<file path="config.mk">
export PLATFORM = sky130hd
export DESIGN_NAME = freq_meter_flat
export DESIGN_NICKNAME = d
export VERILOG_FILES = /design/src/rtl/freq_meter_if.sv /design/src/rtl/freq_meter.sv /design/src/flat_wrapper.sv
export SDC_FILE = /design/constraint.sdc
export NUM_CORES = 1
export LEC_CHECK = 0
export BUFFER_PORTS_ARGS = -buffer_cell sky130_fd_sc_hd__buf_2
export CELL_PAD_IN_SITES_DETAIL_PLACEMENT = 1
export CELL_PAD_IN_SITES_GLOBAL_PLACEMENT = 1
export CORE_MARGIN = 4
export CORE_UTILIZATION = 34
export CTS_BUF_LIST = sky130_fd_sc_hd__clkbuf_8 sky130_fd_sc_hd__clkbuf_16
export CTS_CLUSTER_DIAMETER = 100
export CTS_CLUSTER_SIZE = 30
export DETAILED_ROUTE_END_ITERATION = 16
export GPL_ROUTABILITY_DRIVEN = 0
export MAX_ROUTING_LAYER = met4
export PLACE_DENSITY_LB_ADDON = 0.15
export RECOVER_POWER = 50
export SLEW_MARGIN = 20
export SYNTH_ARGS = -nofsm -noshare
export SYNTH_HDL_FRONTEND = slang
export SYNTH_SLANG_ARGS = --single-unit
</file>
<file path="constraint.sdc">
create_clock -name clk -period 4.96 [get_ports clk]
set_clock_uncertainty 0.1 [all_clocks]
set_input_delay 1.488 -clock clk [delete_from_list [all_inputs] [get_ports clk]]
set_output_delay 1.488 -clock clk [all_outputs]
set_load 0.03 [all_outputs]
</file>
<file path="src/rtl/freq_meter_if.sv">
// Tick/measurement interface between the window source (divider side) and freq_meter.
// The master drives the measured signal, window tick and enable; the slave returns the result.
interface freq_meter_if #(
    parameter int W = 32
);
    logic         sig_in;
    logic         gate;
    logic         st;
    logic [W-1:0] count;
    logic         valid;
    logic         ovf;
    logic         busy;

    modport master (
        output sig_in, gate, st,
        input  count, valid, ovf, busy
    );

    modport slave (
        input  sig_in, gate, st,
        output count, valid, ovf, busy
    );
endinterface

</file>
<file path="src/rtl/freq_meter.sv">
// Gated edge counter: counts synchronized rising edges of sig_in between gate ticks
// and publishes a saturating count plus overflow flag once per completed window.
module freq_meter #(
    parameter int W           = 32,
    parameter int SYNC_STAGES = 2   // must be at least 2
) (
    input  logic        clk,
    input  logic        rst,
    freq_meter_if.slave bus
);

    typedef enum logic [1:0] {
        IDLE,
        ARM,
        MEASURE
    } state_t;

    localparam logic [W-1:0] ACC_MAX = '1;

    state_t                 state;
    state_t                 state_next;
    logic [SYNC_STAGES-1:0] sync;
    logic                   prev;
    logic                   e;
    logic [W-1:0]           e_ext;
    logic [W-1:0]           acc;
    logic [W-1:0]           acc_next;
    logic                   sat;
    logic                   sat_next;
    logic                   close;
    logic [W-1:0]           count_hold;
    logic                   ovf_hold;
    logic                   valid_pulse;
    logic                   busy_flag;

    // NOTE: every clocked process uses non-blocking assignments so all flops
    // update together from the values present before the edge.
    always_ff @(posedge clk) begin
        if (rst) begin
            sync <= '0;
            prev <= 1'b0;
        end else begin
            sync <= {sync[SYNC_STAGES-2:0], bus.sig_in};
            prev <= sync[SYNC_STAGES-1];
        end
    end

    assign e     = sync[SYNC_STAGES-1] & ~prev;
    assign e_ext = {{(W-1){1'b0}}, e};

    // NOTE: every signal driven here gets a default first, so no path through
    // the case statement leaves a value unassigned and no latch is inferred.
    always_comb begin
        state_next = state;
        acc_next   = acc;
        sat_next   = sat;
        close      = 1'b0;

        unique case (state)
            IDLE: begin
                acc_next = '0;
                sat_next = 1'b0;
                if (bus.st) state_next = ARM;
            end

            ARM: begin
                acc_next = '0;
                sat_next = 1'b0;
                if (!bus.st) begin
                    state_next = IDLE;
                end else if (bus.gate) begin
                    acc_next   = e_ext;
                    state_next = MEASURE;
                end
            end

            MEASURE: begin
                if (!bus.st) begin
                    // Abort wins over a coincident gate: the open window is dropped.
                    acc_next   = '0;
                    sat_next   = 1'b0;
                    state_next = IDLE;
                end else if (bus.gate) begin
                    // The edge seen on the closing tick opens the next window.
                    close    = 1'b1;
                    acc_next = e_ext;
                    sat_next = 1'b0;
                end else begin
                    if (acc != ACC_MAX) acc_next = acc + e_ext;
                    sat_next = sat | (acc_next == ACC_MAX);
                end
            end

            default: begin
                acc_next   = '0;
                sat_next   = 1'b0;
                state_next = IDLE;
            end
        endcase
    end

    always_ff @(posedge clk) begin
        if (rst) begin
            state       <= IDLE;
            acc         <= '0;
            sat         <= 1'b0;
            count_hold  <= '0;
            ovf_hold    <= 1'b0;
            valid_pulse <= 1'b0;
            busy_flag   <= 1'b0;
        end else begin
            state       <= state_next;
            acc         <= acc_next;
            sat         <= sat_next;
            valid_pulse <= close;
            busy_flag   <= (state_next != IDLE);
            if (close) begin
                count_hold <= acc;
                ovf_hold   <= sat;
            end
        end
    end

    assign bus.count = count_hold;
    assign bus.ovf   = ovf_hold;
    assign bus.valid = valid_pulse;
    assign bus.busy  = busy_flag;

endmodule
</file>
<file path="src/flat_wrapper.sv">
// flat-port wrapper written by rule: the top's interface ports become plain ports
module freq_meter_flat 
#(
    parameter int W           = 32,
    parameter int SYNC_STAGES = 2                        
)
  (clk, rst, bus_sig_in, bus_gate, bus_st, bus_count, bus_valid, bus_ovf, bus_busy);
  freq_meter_if #(.W(W)) bus_i ();
  input  logic clk;
  input  logic rst;
  input wire logic [$bits(bus_i.sig_in)-1:0] bus_sig_in;
  input wire logic [$bits(bus_i.gate)-1:0] bus_gate;
  input wire logic [$bits(bus_i.st)-1:0] bus_st;
  output wire logic [$bits(bus_i.count)-1:0] bus_count;
  output wire logic [$bits(bus_i.valid)-1:0] bus_valid;
  output wire logic [$bits(bus_i.ovf)-1:0] bus_ovf;
  output wire logic [$bits(bus_i.busy)-1:0] bus_busy;
  assign bus_i.sig_in = bus_sig_in;
  assign bus_i.gate = bus_gate;
  assign bus_i.st = bus_st;
  assign bus_count = bus_i.count;
  assign bus_valid = bus_i.valid;
  assign bus_ovf = bus_i.ovf;
  assign bus_busy = bus_i.busy;
  freq_meter #(.W(W), .SYNC_STAGES(SYNC_STAGES)) u_core (.clk(clk), .rst(rst), .bus(bus_i));
endmodule
</file>
==> metrics.md, run 1 <==
| Metric | Value |
|---|---|
| Routed len/inst | 15.68 um |
| Post-Syn Nets | 431 |
| Final Critical Period | 3.829 ns |
| HP Start | u_core.sync[0] |
| CP Buf/Inv Count | 2 |
| CTS Root Cell | clkbuf_8 |
| I/O pin count | 40 |
| Vias | 2965 |
| Final net count | 458 |
| Dpl cells | 565 |
| Worst Path Class, Setup | in -> reg |
| Crit path max-delay family | buffers and inverters |
| Count of final hold-check violations | 0 |
| Finished Cell Area | 3799 um^2 |
| Clk sinks | 73 |
| Max VDD drop | 0.0001154 V |
| Post-synthesis compound-gate area fraction | 11.76% |
| Vias in the first global route | 3030 |
| Die area | 11480 um^2 |
| Routed Wire Length | 9110 um |
| Largest net degree at the start of global routing | 43 |
| RSZ-0062 raised after global routing | false |
| Share of flip-flops with an asynchronous set or reset | 0% |
| PortBufs | 39 |
| Power Density | 302.7 nW/um^2 |
| Slew @ Worst Pin | 1.859 ns |
| Die Width | 107.1 um |
| Mapped cell area | 3341 um^2 |
| Clk Latency, worst-skew pair | 0.35 ns |
| Failing checks | capacitance limit, slew limit |
| Reg area | 1461 um^2 |
| Post-DP HPWL | 6599 um |
| Synth Register Bits | 73 |
| PostCTS Resize Cnt | 0 |
| Post-route clock period utilization | 77.19% |
| Max Cap Violations | 1 |
| HP Class | reg -> reg |
| Worst path slowest cell | clkbuf_1 |
| Total global routing overflow | 0 |
| First-pass GRT wire length | 15320 um |
| Crit path launch type | input pin |
| WHS Endpoint | u_core.sync[1] |
| Register-to-Register Path Depth | 7 |
| Row count | 35 |
| Reg clk slew, reported paths | 0.07 ns |
| Post-synth EDFFs | 0 |
| GRT Overall Usage | 17.26% |
| Simple-gate share of the synthesized area | 31.09% |
| Inserted Diodes | 0 |
| Most used cell, CP | nor2_1 |
| Post-Syn Instances | 420 |
| Initial antenna violation count | 0 |
| CTS H-tree lvls | 3 |
| F_max | 261.2 MHz |
| Setup_tns | 0 ns |
| Critical path peak fanout | 42 |
| Sequential fraction of the synthesis area | 43.75% |
| Most frequent cells in the layout | nand2_1, dfxtp_1, nor2_1, a21oi_1, clkbuf_1 |
| CTS tree | yes |
| CP cell instances | buf_2, clkbuf_1, nor2_1, nand2_2, nor2_1 |
| CP peak stage delay | 1.33 ns |
| DRC | 0 |
| Die Y | 107.1 um |
| Worst Path Required | 5.07 ns |
| Cts hold-fix bufs | 0 |
| Worst reg2reg endpoint | u_core.acc[10] |
| Synth Area in XOR/XNOR | 7.079% |
| Most used DFF post-synth | dfxtp_1 |
| Outcome | finished with violations |
| DRT Pass-1 Iters | 4 |
| Register-to-register setup slack | 1.67 ns |
| Final setup violation count | 0 |
| Main combinational cell family by area after synthesis | simple AND/OR/NAND/NOR gates |
| Area delta synth->final | 13.71% |
| Total CTS buffers | 9 |
| DRT antenna net count | 0 |
| Lkg Pwr | 0.001181 uW |
| Vias per Instance | 5.103 |
| Initial core utilization | 35.48% |
| Pwr Total | 1150 uW |
| Crit path DAT | 3.94 ns |
| Share of cells above drive strength 1 | 7.522% |
| Worst reg2reg startpoint | u_core.acc[12] |
| Hold depth | 1 |
| Max_slew headroom | -23.95% |
| Synth Area in Adders | 2.247% |
| Non-filler cells, final | 581 |
| Post-CTS Setup Inserts | 0 |
| Mux cell area share after synthesis | 0% |
| Pins Over Slew Limit | 43 |
| Commonest non-fill, non-tap cell in the layout | nand2_1 |
| Critical path endpoint category | register |
| Synth unique cells | 44 |
| Bufs on Longest Clock Path | 2 |
| Initial DRC Count | 123 |
| FILL cells | 1168 |
| Synthesized area per cell | 7.954 um^2 |
| Warnings from Yosys | 0 |
| Footprint of the multi-input gates | 1745 um^2 |
| Core Region | 9415 um^2 |
| Placed Area | 3610 um^2 |
[logic make-up after synthesis]
group	after synthesis
AO/OA/AOI/OAI	66
XOR/XNOR	27
adder cells (fa/ha/maj)	6
buffers and inverters	33
flip-flops	73
AND/OR/NAND/NOR	215
[report_power, final]
| part | switching, uW | internal (uW) |
|---|---|---|
| clock network | 226 | 309 |
| registers | 1.74 | 589 |
| logic | 17.3 | 7.26 |
[cells in the mapped netlist (2+ instances only)]
| master | n | area share [%] |
|---|---|---|
| nand2_1 | 92 | 10 |
| dfxtp_1 | 73 | 44 |
| nor2_1 | 42 | 4.7 |
| a21oi_1 | 39 | 5.8 |
| nand3_1 | 19 | 2.8 |
| clkbuf_1 | 18 | 2.0 |
| xnor2_1 | 15 | 3.9 |
| xor2_1 | 12 | 3.1 |
| nor3_1 | 11 | 1.6 |
| nand4_1 | 10 | 1.9 |
| and3_1 | 8 | 1.5 |
| o21ai_0 | 8 | 1.2 |
| buf_2 | 7 | 1.0 |
| inv_1 | 7 | 0.79 |
| ha_1 | 6 | 2.2 |
| nor2b_1 | 6 | 1.1 |
| a31oi_1 | 4 | 0.75 |
| nor4_1 | 4 | 0.75 |
| nand2b_1 | 3 | 0.56 |
| nand4b_1 | 3 | 0.79 |
| nor4_2 | 3 | 1.1 |
| a32oi_1 | 2 | 0.52 |
| and3b_1 | 2 | 0.52 |
| and4_1 | 2 | 0.52 |
| nor4b_1 | 2 | 0.52 |
| o2111ai_1 | 2 | 0.52 |
| o211ai_1 | 2 | 0.45 |
| o22ai_1 | 2 | 0.37 |
[through the flow]
step           worst slack (ns)  hold slack [ns]  utilization, %
6_report                  1.131           0.3444           40.35
5_1_grt                  0.7807           0.3716           40.35
4_1_cts                   1.669           0.3503           40.78
3_5_place_dp              1.525           0.3320           38.34
3_3_place_gp              1.449           0.3266           38.34
2_1_floorplan             2.452           0.3138               -
[metal layers]
metal,track usage (%),part of all wire (%),vias to the layer above
met2,28.06,47,48
li1,-,-,1493
met4,6.119,1.5,0
met3,3.492,3.4,13
met5,-,0,-
met1,21.30,48,1411
[sequential cells by signal, summed over array words and instances, names as in the netlist]
name              flops
u_core.bus.busy       1
u_core.bus.ovf        1
u_core.sat            1
u_core.bus.valid      1
u_core.acc           32
u_core.state          2
u_core.prev           1
u_core.bus.count     32
u_core.sync           2
[worst register-to-register path, stage by stage, from the launching register on]
cell	delay, ns
dfxtp_1	0.48
nand2_1	0.22
or4_4	0.62
nor4_2	0.91
nor2_1	0.37
nand3_1	0.23
xor2_1	0.18
nor2_1	0.05
[how the worst max path moves through the flow]
stage	start	to	slack (ns)	cells past startpoint
2_1_floorplan	rst	u_core.bus.count[13]	2.45	4
3_3_place_gp	bus_gate	u_core.acc[7]	1.45	6
3_5_place_dp	bus_gate	u_core.acc[7]	1.52	6
4_1_cts	u_core.acc[12]	u_core.acc[10]	1.67	7
5_1_grt	rst	u_core.acc[7]	0.78	5
6_report	rst	u_core.acc[15]	1.13	5
[cell type report]
| cell class | instances | share of cell area [%] |
|---|---|---|
| Multi-Input combinational cell | 314 | 45.95 |
| Sequential cell | 73 | 38.47 |
| Timing Repair Buffer | 42 | 4.578 |
| Tap cell | 129 | 4.249 |
| Clock buffer | 11 | 3.986 |
| Clock inverter | 5 | 2.075 |
| Inverter | 7 | 0.6917 |
Note: power is estimated with default switching activity, not from simulation.
==> run 2, diff against run 1 <==
- ABC_AREA: not set -> 1
- clock period: 4.96 -> 3.3 ns (I/O delays scaled with it)
==> run 2 against run 1 <==
Net effect:
- the run still ends with capacitance limit, slew limit left
- worst setup slack got worse by 0.35 ns
- cell count rose by 29%
- total power grew 60%
- via count increased by 28%
- core utilization is 0.20 points lower
- register-to-register slack lost 0.89 ns
- non-clock buffer count increased by 4
- critical path depth grew 10
- cell area increased by 16%
- sequential power grew 51%
==> metrics.md, run 2 <==
| Metric | Value |
|---|---|
| Most used DFF post-synth | dfxtp_1 |
| PortBufs | 39 |
| Max Cap Violations | 1 |
| Critical path endpoint category | register |
| Largest cells by area after synthesis | dfxtp_1, nand2_1, nand3_1 |
| Core Region | 10940 um^2 |
| Commonest non-fill, non-tap cell in the layout | nand2_1 |
| Post-route clock period utilization | 76.40% |
| Post-layout util | 40.15% |
| Die Width | 114.2 um |
| Met3 WL | 512 um |
| Die area | 13040 um^2 |
| Sequential fraction of the synthesis area | 38.11% |
| Crit path DAT | 2.70 ns |
| RSZ-0062 raised after global routing | false |
| Post-DP HPWL | 9266 um |
| Reg area | 1461 um^2 |
| Most frequent cell after synthesis | nand2_1 |
| Outcome | finished with violations |
| Max_slew headroom | -21.98% |
| Synth Register Bits | 73 |
| Total global routing overflow | 0 |
| Routed len/inst | 16.01 um |
| GRT Overall Usage | 20.19% |
| CTS tree | yes |
| Initial antenna violation count | 0 |
| Placed Area | 4164 um^2 |
| CP Buf/Inv Count | 1 |
| Worst Path Required | 3.48 ns |
| DRT antenna net count | 0 |
| Largest net degree at the start of global routing | 42 |
| FILL cells | 1458 |
| Vias per Instance | 5.057 |
| Share of cells above drive strength 1 | 9.688% |
| Critical path peak fanout | 6 |
| CTS H-tree lvls | 3 |
| Crit path max-delay family | simple AND/OR/NAND/NOR gates |
| PostCTS Resize Cnt | 0 |
| Most frequent cells in the layout | nand2_1, dfxtp_1, nor2_1, inv_1, nand3_1 |
| Cts hold-fix bufs | 0 |
| Final Critical Period | 2.521 ns |
| Clk sinks | 73 |
| Initial core utilization | 35.07% |
| Slew @ Worst Pin | 1.830 ns |
| Area delta synth->final | 14.49% |
| Synth unique cells | 31 |
| CTS Root Cell | clkbuf_16 |
| CP cell instances | inv_1, nor2_1, ha_1, nand2_4, nor2_4, nand2_2, nor2_4, nand2_1, nand2_1, nand2_1, o21ai_1, nand2_1, nor2_2, nand3_2, a21oi_2 |
| Routed Wire Length | 11990 um |
| I/O pin count | 40 |
| Post-synth EDFFs | 0 |
| Top post-synthesis cells by count | nand2_1, dfxtp_1, nor2_1 |
| Post-CTS Setup Inserts | 0 |
| Clk Latency, worst-skew pair | 0.34 ns |
| F_max | 396.6 MHz |
| Met1 wire length | 5712 um |
| Worst Path Class, Setup | reg -> reg |
| Bufs on Longest Clock Path | 2 |
| Final net count | 615 |
| Setup_tns | 0 ns |
| Reg clk slew, reported paths | 0.06 ns |
| Finished Cell Area | 4390 um^2 |
| Share of flip-flops with an asynchronous set or reset | 0% |
| Total CTS buffers | 9 |
| WHS | 0.3161 ns |
| Vias | 3788 |
| Mapped cell area | 3835 um^2 |
| Yosys top cell by area | dfxtp_1 |
| Worst path slowest cell | dfxtp_1 |
| Die Y | 114.2 um |
| CP peak stage delay | 0.30 ns |
| Warnings from Yosys | 0 |
| Lkg Pwr | 0.001613 uW |
| Power Density | 420.0 nW/um^2 |
| Failing checks | capacitance limit, slew limit |
| Post-Syn Instances | 568 |
| Vias in the first global route | 3906 |
| Inserted Diodes | 0 |
| Synth top area share | 38.11% |
| Max VDD drop | 0.0002030 V |
| Count of final hold-check violations | 0 |
| Initial DRC Count | 152 |
| Met2 wire length | 5509 um |
| Pins Over Slew Limit | 42 |
| Uppermost routed layer | met4 |
| Final setup violation count | 0 |
| Most used cell, CP | nand2_1 |
| First-pass GRT wire length | 20070 um |
| HP Class | reg -> reg |
| DRC | 0 |
| Post-Syn Nets | 579 |
| Row count | 38 |
| Crit path launch type | register |
| Synthesized area per cell | 6.752 um^2 |
| DRT Pass-1 Iters | 4 |
| Footprint of the multi-input gates | 2073 um^2 |
[run 2: stage by stage]
stage | setup WS [ns] | cells | total power [uW]
2_1_floorplan | 1.241 | 568 | 939.8
3_3_place_gp | 0.8745 | 733 | 954.4
3_5_place_dp | 0.8277 | 733 | 957.4
4_1_cts | 0.7820 | 749 | 1875
5_1_grt | 0.4879 | 749 | 1918
6_report | 0.7787 | 749 | 1844
[run 2: path summary, 6_finish.rpt]
| kind | startpoint | to | slack [ns] | cells past startpoint |
|---|---|---|---|---|
| setup / recovery | u_core.sync[1] | u_core.sat | 0.78 | 15 |
| hold / removal | u_core.sync[0] | u_core.sync[1] | 0.32 | 2 |
| setup reg to reg | u_core.sync[1] | u_core.sat | 0.78 | 15 |
| hold reg to reg | u_core.sync[0] | u_core.sync[1] | 0.32 | 2 |
[run 2: area by class of cell]
type                    count  area share, %
flip-flops and latches     73          33.29
repair buffers             46          4.531
well taps                 140          3.990
clock inverters             5         0.5130
inverters                  55          4.702
multi-input cells         419          47.22
clock buffers              11          5.757
[run 2: cells by family (layout without fill, tap and decap cells)]
group           count (synthesis)  after routing  synth area share (%)
compound gates                 76             76                 11.19
buf+inv                        76            117                 7.830
xor+xnor                        2              2                0.4569
flops                          73             73                 38.11
fa+ha+maj                       6              6                 1.958
simple gates                  335            335                 40.46
[run 2: layer usage]
metal,up-vias,global-route usage [%]
li1,1901,-
met1,1799,25.78
met2,69,31.73
met3,19,3.436
met4,0,8.234
met5,-,-
[run 2: tightest hold or removal path, delay by kind of cell (launching register included)]
family	cells	cell delay [ns]
buf+inv	1	0.04
flops	1	0.30
simple gates	1	0.03
[run 2: report_power, final]
group          switching [uW]  internal, uW
Sequential               3.07           886
Combinational            35.8          11.1
Clock                     368           540
Total                     407          1440
